[src/rtl/pwm_shadow_loader.sv]
// Double-buffered LED PWM register decoder: register writes land in a per-channel
// shadow set that is copied to the active set only at a PWM period wrap.
module pwm_shadow_loader #(
  parameter int          CHANNELS  = 16,
  parameter logic [7:0]  BASE_ADDR = 8'h06,
  parameter logic [7:0]  ALL_ADDR  = 8'hFA
) (
  input  logic                     clk_i,
  input  logic                     rst_i,
  input  logic [7:0]               write_register_id_i,
  input  logic [7:0]               write_register_value_i,
  input  logic                     write_enable_i,
  input  logic [11:0]              counter_i,
  output logic [CHANNELS-1:0]      pwm_full_on_o,
  output logic [CHANNELS-1:0]      pwm_full_off_o,
  output logic [12*CHANNELS-1:0]   pwm_on_count_o,
  output logic [12*CHANNELS-1:0]   pwm_off_count_o,
  output logic                     pending_o,
  output logic                     commit_o
);

  localparam int         CH_W    = $clog2(CHANNELS);
  localparam logic [8:0] CH_SPAN = 9'(4 * CHANNELS);

  // Byte-lane merge helpers for the 12-bit counts.
  function automatic logic [11:0] merge_low(input logic [11:0] cur, input logic [7:0] b);
    return {cur[11:8], b};
  endfunction

  function automatic logic [11:0] merge_high(input logic [11:0] cur, input logic [7:0] b);
    return {b[3:0], cur[7:0]};
  endfunction

  logic [11:0]         counter_q_r;
  logic                pending_r;
  logic                commit_r;

  logic [8:0]          base_off_s;
  logic [8:0]          all_off_s;
  logic                ch_hit_s;
  logic                all_hit_s;
  logic                accept_s;
  logic [1:0]          k_s;
  logic [CH_W-1:0]     ch_idx_s;
  logic [CHANNELS-1:0] wr_sel_s;
  logic                wrap_s;
  logic                commit_now_s;

  // Address decode: per-channel window, broadcast window and byte offset.
  always_comb begin
    base_off_s = {1'b0, write_register_id_i} - {1'b0, BASE_ADDR};
    all_off_s  = {1'b0, write_register_id_i} - {1'b0, ALL_ADDR};
    ch_hit_s   = write_enable_i && (base_off_s < CH_SPAN);
    all_hit_s  = write_enable_i && (all_off_s < 9'd4);
    accept_s   = ch_hit_s || all_hit_s;
    ch_idx_s   = base_off_s[CH_W+1:2];
    if (all_hit_s) begin
      k_s = all_off_s[1:0];
    end else begin
      k_s = base_off_s[1:0];
    end
  end

  // Channel select vector: one channel for a direct write, all for broadcast.
  always_comb begin
    wr_sel_s = '0;
    for (int i = 0; i < CHANNELS; i++) begin
      wr_sel_s[i] = all_hit_s || (ch_hit_s && (ch_idx_s == CH_W'(i)));
    end
  end

  // A wrap is the first cycle the counter reads 0; a held 0 is not a new wrap.
  always_comb begin
    wrap_s       = (counter_i == 12'd0) && (counter_q_r != 12'd0);
    commit_now_s = wrap_s && pending_r;
  end

  // Counter history, pending flag and commit pulse.
  always_ff @(posedge clk_i) begin
    if (rst_i) begin
      counter_q_r <= 12'd0;
      pending_r   <= 1'b0;
      commit_r    <= 1'b0;
    end else begin
      counter_q_r <= counter_i;
      commit_r    <= commit_now_s;
      if (accept_s) begin
        pending_r <= 1'b1;
      end else if (commit_now_s) begin
        pending_r <= 1'b0;
      end else begin
        pending_r <= pending_r;
      end
    end
  end

  assign pending_o = pending_r;
  assign commit_o  = commit_r;

  for (genvar g = 0; g < CHANNELS; g++) begin : g_ch
    logic [11:0] sh_on_r;
    logic [11:0] sh_off_r;
    logic        sh_fon_r;
    logic        sh_foff_r;
    logic [11:0] act_on_r;
    logic [11:0] act_off_r;
    logic        act_fon_r;
    logic        act_foff_r;

    // Shadow takes writes; active copies the pre-edge shadow on a commit.
    always_ff @(posedge clk_i) begin
      if (rst_i) begin
        sh_on_r    <= 12'd0;
        sh_off_r   <= 12'd0;
        sh_fon_r   <= 1'b0;
        sh_foff_r  <= 1'b1;
        act_on_r   <= 12'd0;
        act_off_r  <= 12'd0;
        act_fon_r  <= 1'b0;
        act_foff_r <= 1'b1;
      end else begin
        if (wr_sel_s[g]) begin
          case (k_s)
            2'd0: sh_on_r <= merge_low(sh_on_r, write_register_value_i);
            2'd1: begin
              sh_on_r  <= merge_high(sh_on_r, write_register_value_i);
              sh_fon_r <= write_register_value_i[4];
            end
            2'd2: sh_off_r <= merge_low(sh_off_r, write_register_value_i);
            2'd3: begin
              sh_off_r  <= merge_high(sh_off_r, write_register_value_i);
              sh_foff_r <= write_register_value_i[4];
            end
            default: sh_on_r <= sh_on_r;
          endcase
        end
        if (commit_now_s) begin
          act_on_r   <= sh_on_r;
          act_off_r  <= sh_off_r;
          act_fon_r  <= sh_fon_r;
          act_foff_r <= sh_foff_r;
        end
      end
    end

    assign pwm_on_count_o[12*g +: 12]  = act_on_r;
    assign pwm_off_count_o[12*g +: 12] = act_off_r;
    assign pwm_full_on_o[g]            = act_fon_r;
    assign pwm_full_off_o[g]           = act_foff_r;
  end

endmodule

[config.mk]
export PLATFORM = sky130hd
export DESIGN_NAME = pwm_shadow_loader
export DESIGN_NICKNAME = d
export VERILOG_FILES = /design/src/rtl/pwm_shadow_loader.sv
export SDC_FILE = /design/constraint.sdc
export NUM_CORES = 2
export LEC_CHECK = 0
export CORE_MARGIN = 3
export CORE_UTILIZATION = 25
export CTS_BUF_LIST = sky130_fd_sc_hd__clkbuf_8 sky130_fd_sc_hd__clkbuf_16
export CTS_CLUSTER_DIAMETER = 80
export DETAILED_ROUTE_END_ITERATION = 10
export PLACE_DENSITY = 0.49
export SKIP_CTS_REPAIR_TIMING = 1
export SYNTH_ARGS = -nofsm -noshare
export SYNTH_HDL_FRONTEND = slang
export SYNTH_SLANG_ARGS = --single-unit
[constraint.sdc]
create_clock -name clk_i -period 4.1 [get_ports clk_i]
set_clock_uncertainty 0.1 [all_clocks]
set_input_delay 0.615 -clock clk_i [delete_from_list [all_inputs] [get_ports clk_i]]
set_output_delay 0.615 -clock clk_i [all_outputs]
set_load 0.05 [all_outputs]
==> flow_summary.rst <==
.. list-table::
   :header-rows: 1

   * - Metric
     - Value
   * - Result of the run
     - completed
   * - Post-Synthesis Mean Instance Area
     - 9.53 um^2
   * - Design Power
     - 18.2 mW
   * - Number of synthesized flops with an enable pin
     - 0
   * - Power per Cell Area
     - 432 nW/um^2
   * - Required time of the worst setup path
     - 4.60 ns
   * - Highest routing layer actually used
     - met5
   * - Share of cells above drive strength 1
     - 9.47%
   * - Pins Over Slew Limit
     - 0
   * - Fraction of the yosys area taken by sequential cells
     - 52.6%
   * - Worst hold margin
     - 0.302 ns
   * - Setup-violating endpoint count in the final report
     - 0
   * - Share of synthesized flip-flops with an asynchronous set or reset
     - 0%
   * - Start-to-end type of the worst setup path
     - in2reg
   * - Worst setup path startpoint
     - write_register_id_i[1]
   * - Met3 Wirelength
     - 6.33 mm
   * - Worst ir drop on vdd
     - 0.000293 V
   * - Dominant combinational cell family by area after synthesis
     - simple AND/OR/NAND/NOR gates
   * - Final worst path period need
     - 3.30 ns
   * - Clock latency on the worst-skew pair
     - 0.70 ns
   * - Wire length of the first global-routing pass
     - 158 mm
   * - Most frequently used flop master after synthesis
     - dfxtp_1
   * - Endpoint class of the critical path
     - register
   * - Amount of wire on met2 after detailed routing
     - 48.6 mm
   * - Buffer levels on the longest clock path
     - 3
   * - Per-cell routed wire length
     - 19.7 um
   * - GRT overflow
     - 0
   * - Upper clock frequency limit
     - 0.303 GHz
   * - DRT met1 WL
     - 51.1 mm
   * - Total routed wirelength
     - 108 mm
   * - Number of antenna violations at the first check in global routing
     - 10
   * - Total of max-cap violations
     - 0
   * - Number of warning messages in the yosys log
     - 0
   * - Number of sinks handled by clock tree synthesis
     - 846
   * - Sink of the worst hold path
     - g_ch[14].act_off_r[4]$_SDFFE_PP0P_
   * - Starting density of the core
     - 25.2%
   * - Worst reg2reg path startpoint
     - counter_q_r[1]$_SDFF_PP0_
   * - Clock-pin slew reported for the worst setup and hold paths after clock tree synthesis
     - 0.06 ns
   * - DIE HEIGHT
     - 365 um
   * - Unrepaired setup endpoints after global routing
     - no
   * - Worst r2r path cells
     - 6
   * - Instance count of the mapped netlist
     - 3381
   * - Multiplexer area fraction after synthesis
     - 13.0%
   * - Reg-to-Reg End
     - g_ch[11].act_off_r[7]$_SDFFE_PP0P_
   * - Pre-Repair DR Iteration Count
     - 4
   * - Number of synthesized register bits
     - 846
   * - Total GRT Usage
     - 15.8%
   * - Min-Delay Path Class
     - in2reg
   * - Clock tree from TritonCTS
     - yes
   * - Master cell of the clock root buffer
     - clkbuf_16
   * - Hold Vio Cnt, Final
     - 0
   * - Die area
     - 133000 um^2
   * - Beginning of the worst hold path
     - rst_i
   * - Post-Syn Area
     - 32200 um^2
   * - Rel. slew slack
     - 29.7%
   * - Initial detailed-routing violation count
     - 1347
   * - Number of global-route vias before repair
     - 23.7k
   * - Via count
     - 23.7k
   * - Worst reg-to-reg setup slack
     - 1.48 ns
   * - Total half-perimeter wirelength after legalization and detailed placement
     - 68.0 mm
   * - Place WS
     - 0.0375 ns
   * - Fin nets
     - 3763
   * - Xor/xnor share of the synthesized area
     - 0.105%
   * - Number of primary I/O pins
     - 449
   * - Final GP Congestion
     - 0.730
   * - Number of DRC violations after detailed routing
     - 0
   * - Actual transition at the worst max-transition pin
     - 1.05 ns
   * - Num CTS Buffers
     - 100
   * - Number of port buffers
     - 448
   * - Fin worst setup slack
     - 0.802 ns
   * - Crit Path Max Fanout
     - 9
   * - Cell count of the worst hold path
     - 2
   * - Net count after synthesis
     - 3414
   * - Distinct cells, synth
     - 43
   * - Arr. time, crit path
     - 3.80 ns
   * - P_leak
     - 13.3 nW
   * - Post-Synth Simple-Gate Area
     - 19.3%
   * - Pin count of the biggest net entering global routing
     - 209
   * - Cell Rows
     - 131
   * - Max H-tree Level
     - 3
   * - Worst Setup Start Kind
     - input pin
   * - Die width
     - 365 um
   * - Post-detailed-route count of antenna-violating nets
     - 0
   * - End-of-flow core utilization
     - 33.0%
   * - Total negative slack
     - 0 ns
   * - Core region area
     - 128000 um^2
   * - Drt via density
     - 4.33
   * - Final worst-path cycle share
     - 80.4%
   * - Synthesis-to-layout area growth
     - 30.7%
   * - Compound-cell area share of the yosys netlist
     - 10.9%
   * - Adder-cell area share of the yosys netlist
     - 0.0777%
where the power goes:
group | internal, mW | leakage (nW) | switching (mW) | total [mW]
sequential | 8.23 | 6.82 | 0.00710 | 8.24
combinational | 0.169 | 4.65 | 0.429 | 0.598
clock | 5.67 | 1.81 | 3.69 | 9.36
total | 14.1 | 13.3 | 4.13 | 18.2
metal layers:
| layer | vias to the layer above | GRT usage, % |
|---|---|---|
| li1 | 11700 | - |
| met1 | 11500 | 21.3 |
| met2 | 443 | 25.1 |
| met3 | 118 | 4.34 |
| met4 | 8 | 3.72 |
| met5 | - | 0 |
synthesized netlist by cell type (2+ instances only):
| cell | count | share of area [%] |
|---|---|---|
| dfxtp_1 | 846 | 53 |
| buf_4 | 36 | 0.84 |
| a21oi_1 | 401 | 6.2 |
| nand2b_1 | 412 | 8.0 |
| o22ai_1 | 2 | 0.039 |
| ha_1 | 2 | 0.078 |
| buf_1 | 7 | 0.082 |
| nand3b_1 | 16 | 0.37 |
| nand2_1 | 841 | 9.8 |
| clkbuf_1 | 225 | 2.6 |
| o21ai_2 | 16 | 0.43 |
| buf_6 | 5 | 0.17 |
| and3_1 | 3 | 0.058 |
| nor2b_1 | 13 | 0.25 |
| nor3b_1 | 3 | 0.070 |
| nor2_1 | 23 | 0.27 |
| and2_1 | 2 | 0.039 |
| inv_1 | 2 | 0.023 |
| buf_2 | 12 | 0.19 |
| buf_12 | 3 | 0.19 |
| nand3_1 | 3 | 0.047 |
| a211oi_4 | 64 | 4.0 |
| nor4_1 | 7 | 0.14 |
| mux2i_1 | 418 | 13 |
cell type report:
type	instances	area, um^2
antenna	2	5.00
timing repair buffer	535	5490
sequential	846	16900
clock inverter	60	643
clock buffer	126	2880
multi-input combinational	2245	14100
inverter	2	7.51
tap	1662	2080
fill	13200	85600
kinds of logic (layout without fill, tap and decap cells):
| group | count (synthesis) | in the layout |
|---|---|---|
| compound gates | 490 | 490 |
| xor+xnor | 3 | 3 |
| fa+ha+maj | 2 | 2 |
| buf+inv | 290 | 723 |
| flops | 846 | 846 |
| mux | 418 | 418 |
| other cells | 0 | 2 |
| simple gates | 1332 | 1332 |
sequential cells by signal, indices dropped and copies added (netlist names), 16 cells and up:
register,cells
g_ch.act_off_r,192
g_ch.act_on_r,192
g_ch.sh_off_r,192
g_ch.sh_on_r,192
g_ch.act_foff_r,16
g_ch.act_fon_r,16
g_ch.sh_foff_r,16
g_ch.sh_fon_r,16
cells in the final DEF, fill, tap and decap left out, types with 3 or more instances in the layout:
| cell type | synthesis | layout |
|---|---|---|
| a211oi_4 | 64 | 64 |
| a21oi_1 | 401 | 401 |
| buf_12 | 3 | 28 |
| buf_4 | 36 | 59 |
| bufinv_16 | 0 | 11 |
| clkbuf_16 | 0 | 102 |
| clkbuf_8 | 0 | 24 |
| clkdlybuf4s50_1 | 0 | 447 |
| clkinv_2 | 0 | 17 |
| clkinv_4 | 0 | 3 |
| clkinv_8 | 0 | 3 |
| dfxtp_1 | 846 | 846 |
| inv_1 | 2 | 18 |
| inv_6 | 0 | 5 |
| inv_8 | 0 | 3 |
| mux2i_1 | 418 | 418 |
| nand2_1 | 841 | 839 |
| nand2b_1 | 412 | 403 |
| nand2b_4 | 0 | 8 |
| nand3b_1 | 16 | 16 |
| nor2_1 | 23 | 22 |
| nor2b_1 | 13 | 13 |
| nor3b_1 | 3 | 3 |
| nor4_1 | 7 | 7 |
| o21ai_2 | 16 | 16 |
metrics by stage:
step	area, um^2	std cells
5_1_grt	42100	5476
3_5_place_dp	38600	5290
3_3_place_gp	38600	5290
4_1_cts	42100	5476
2_1_floorplan	32200	3381
6_report	42100	5478
worst max-delay path, stage by stage:
cell and delay (ns):
clkdlybuf4s50_1 0.59, buf_4 0.28, ha_1 0.25, or3_4 0.34, a211oi_2 0.54, o21ai_2 0.29
a211oi_4 0.63, mux2i_1 0.25
how the worst max path moves through the flow:
stage	cells past startpoint	endpoint	slack [ns]
5_1_grt	9	g_ch[9].sh_on_r[5]$_SDFFE_PP0P_	0.66
6_report	8	g_ch[9].sh_on_r[5]$_SDFFE_PP0P_	0.80
3_5_place_dp	8	g_ch[9].sh_on_r[5]$_SDFFE_PP0P_	0.04
4_1_cts	8	g_ch[9].sh_on_r[5]$_SDFFE_PP0P_	0.82
3_3_place_gp	8	g_ch[9].sh_on_r[7]$_SDFFE_PP0P_	0.03
2_1_floorplan	11	g_ch[0].sh_off_r[5]$_SDFFE_PP0P_	1.06
No activity file was read; power rests on OpenSTA's default activity.
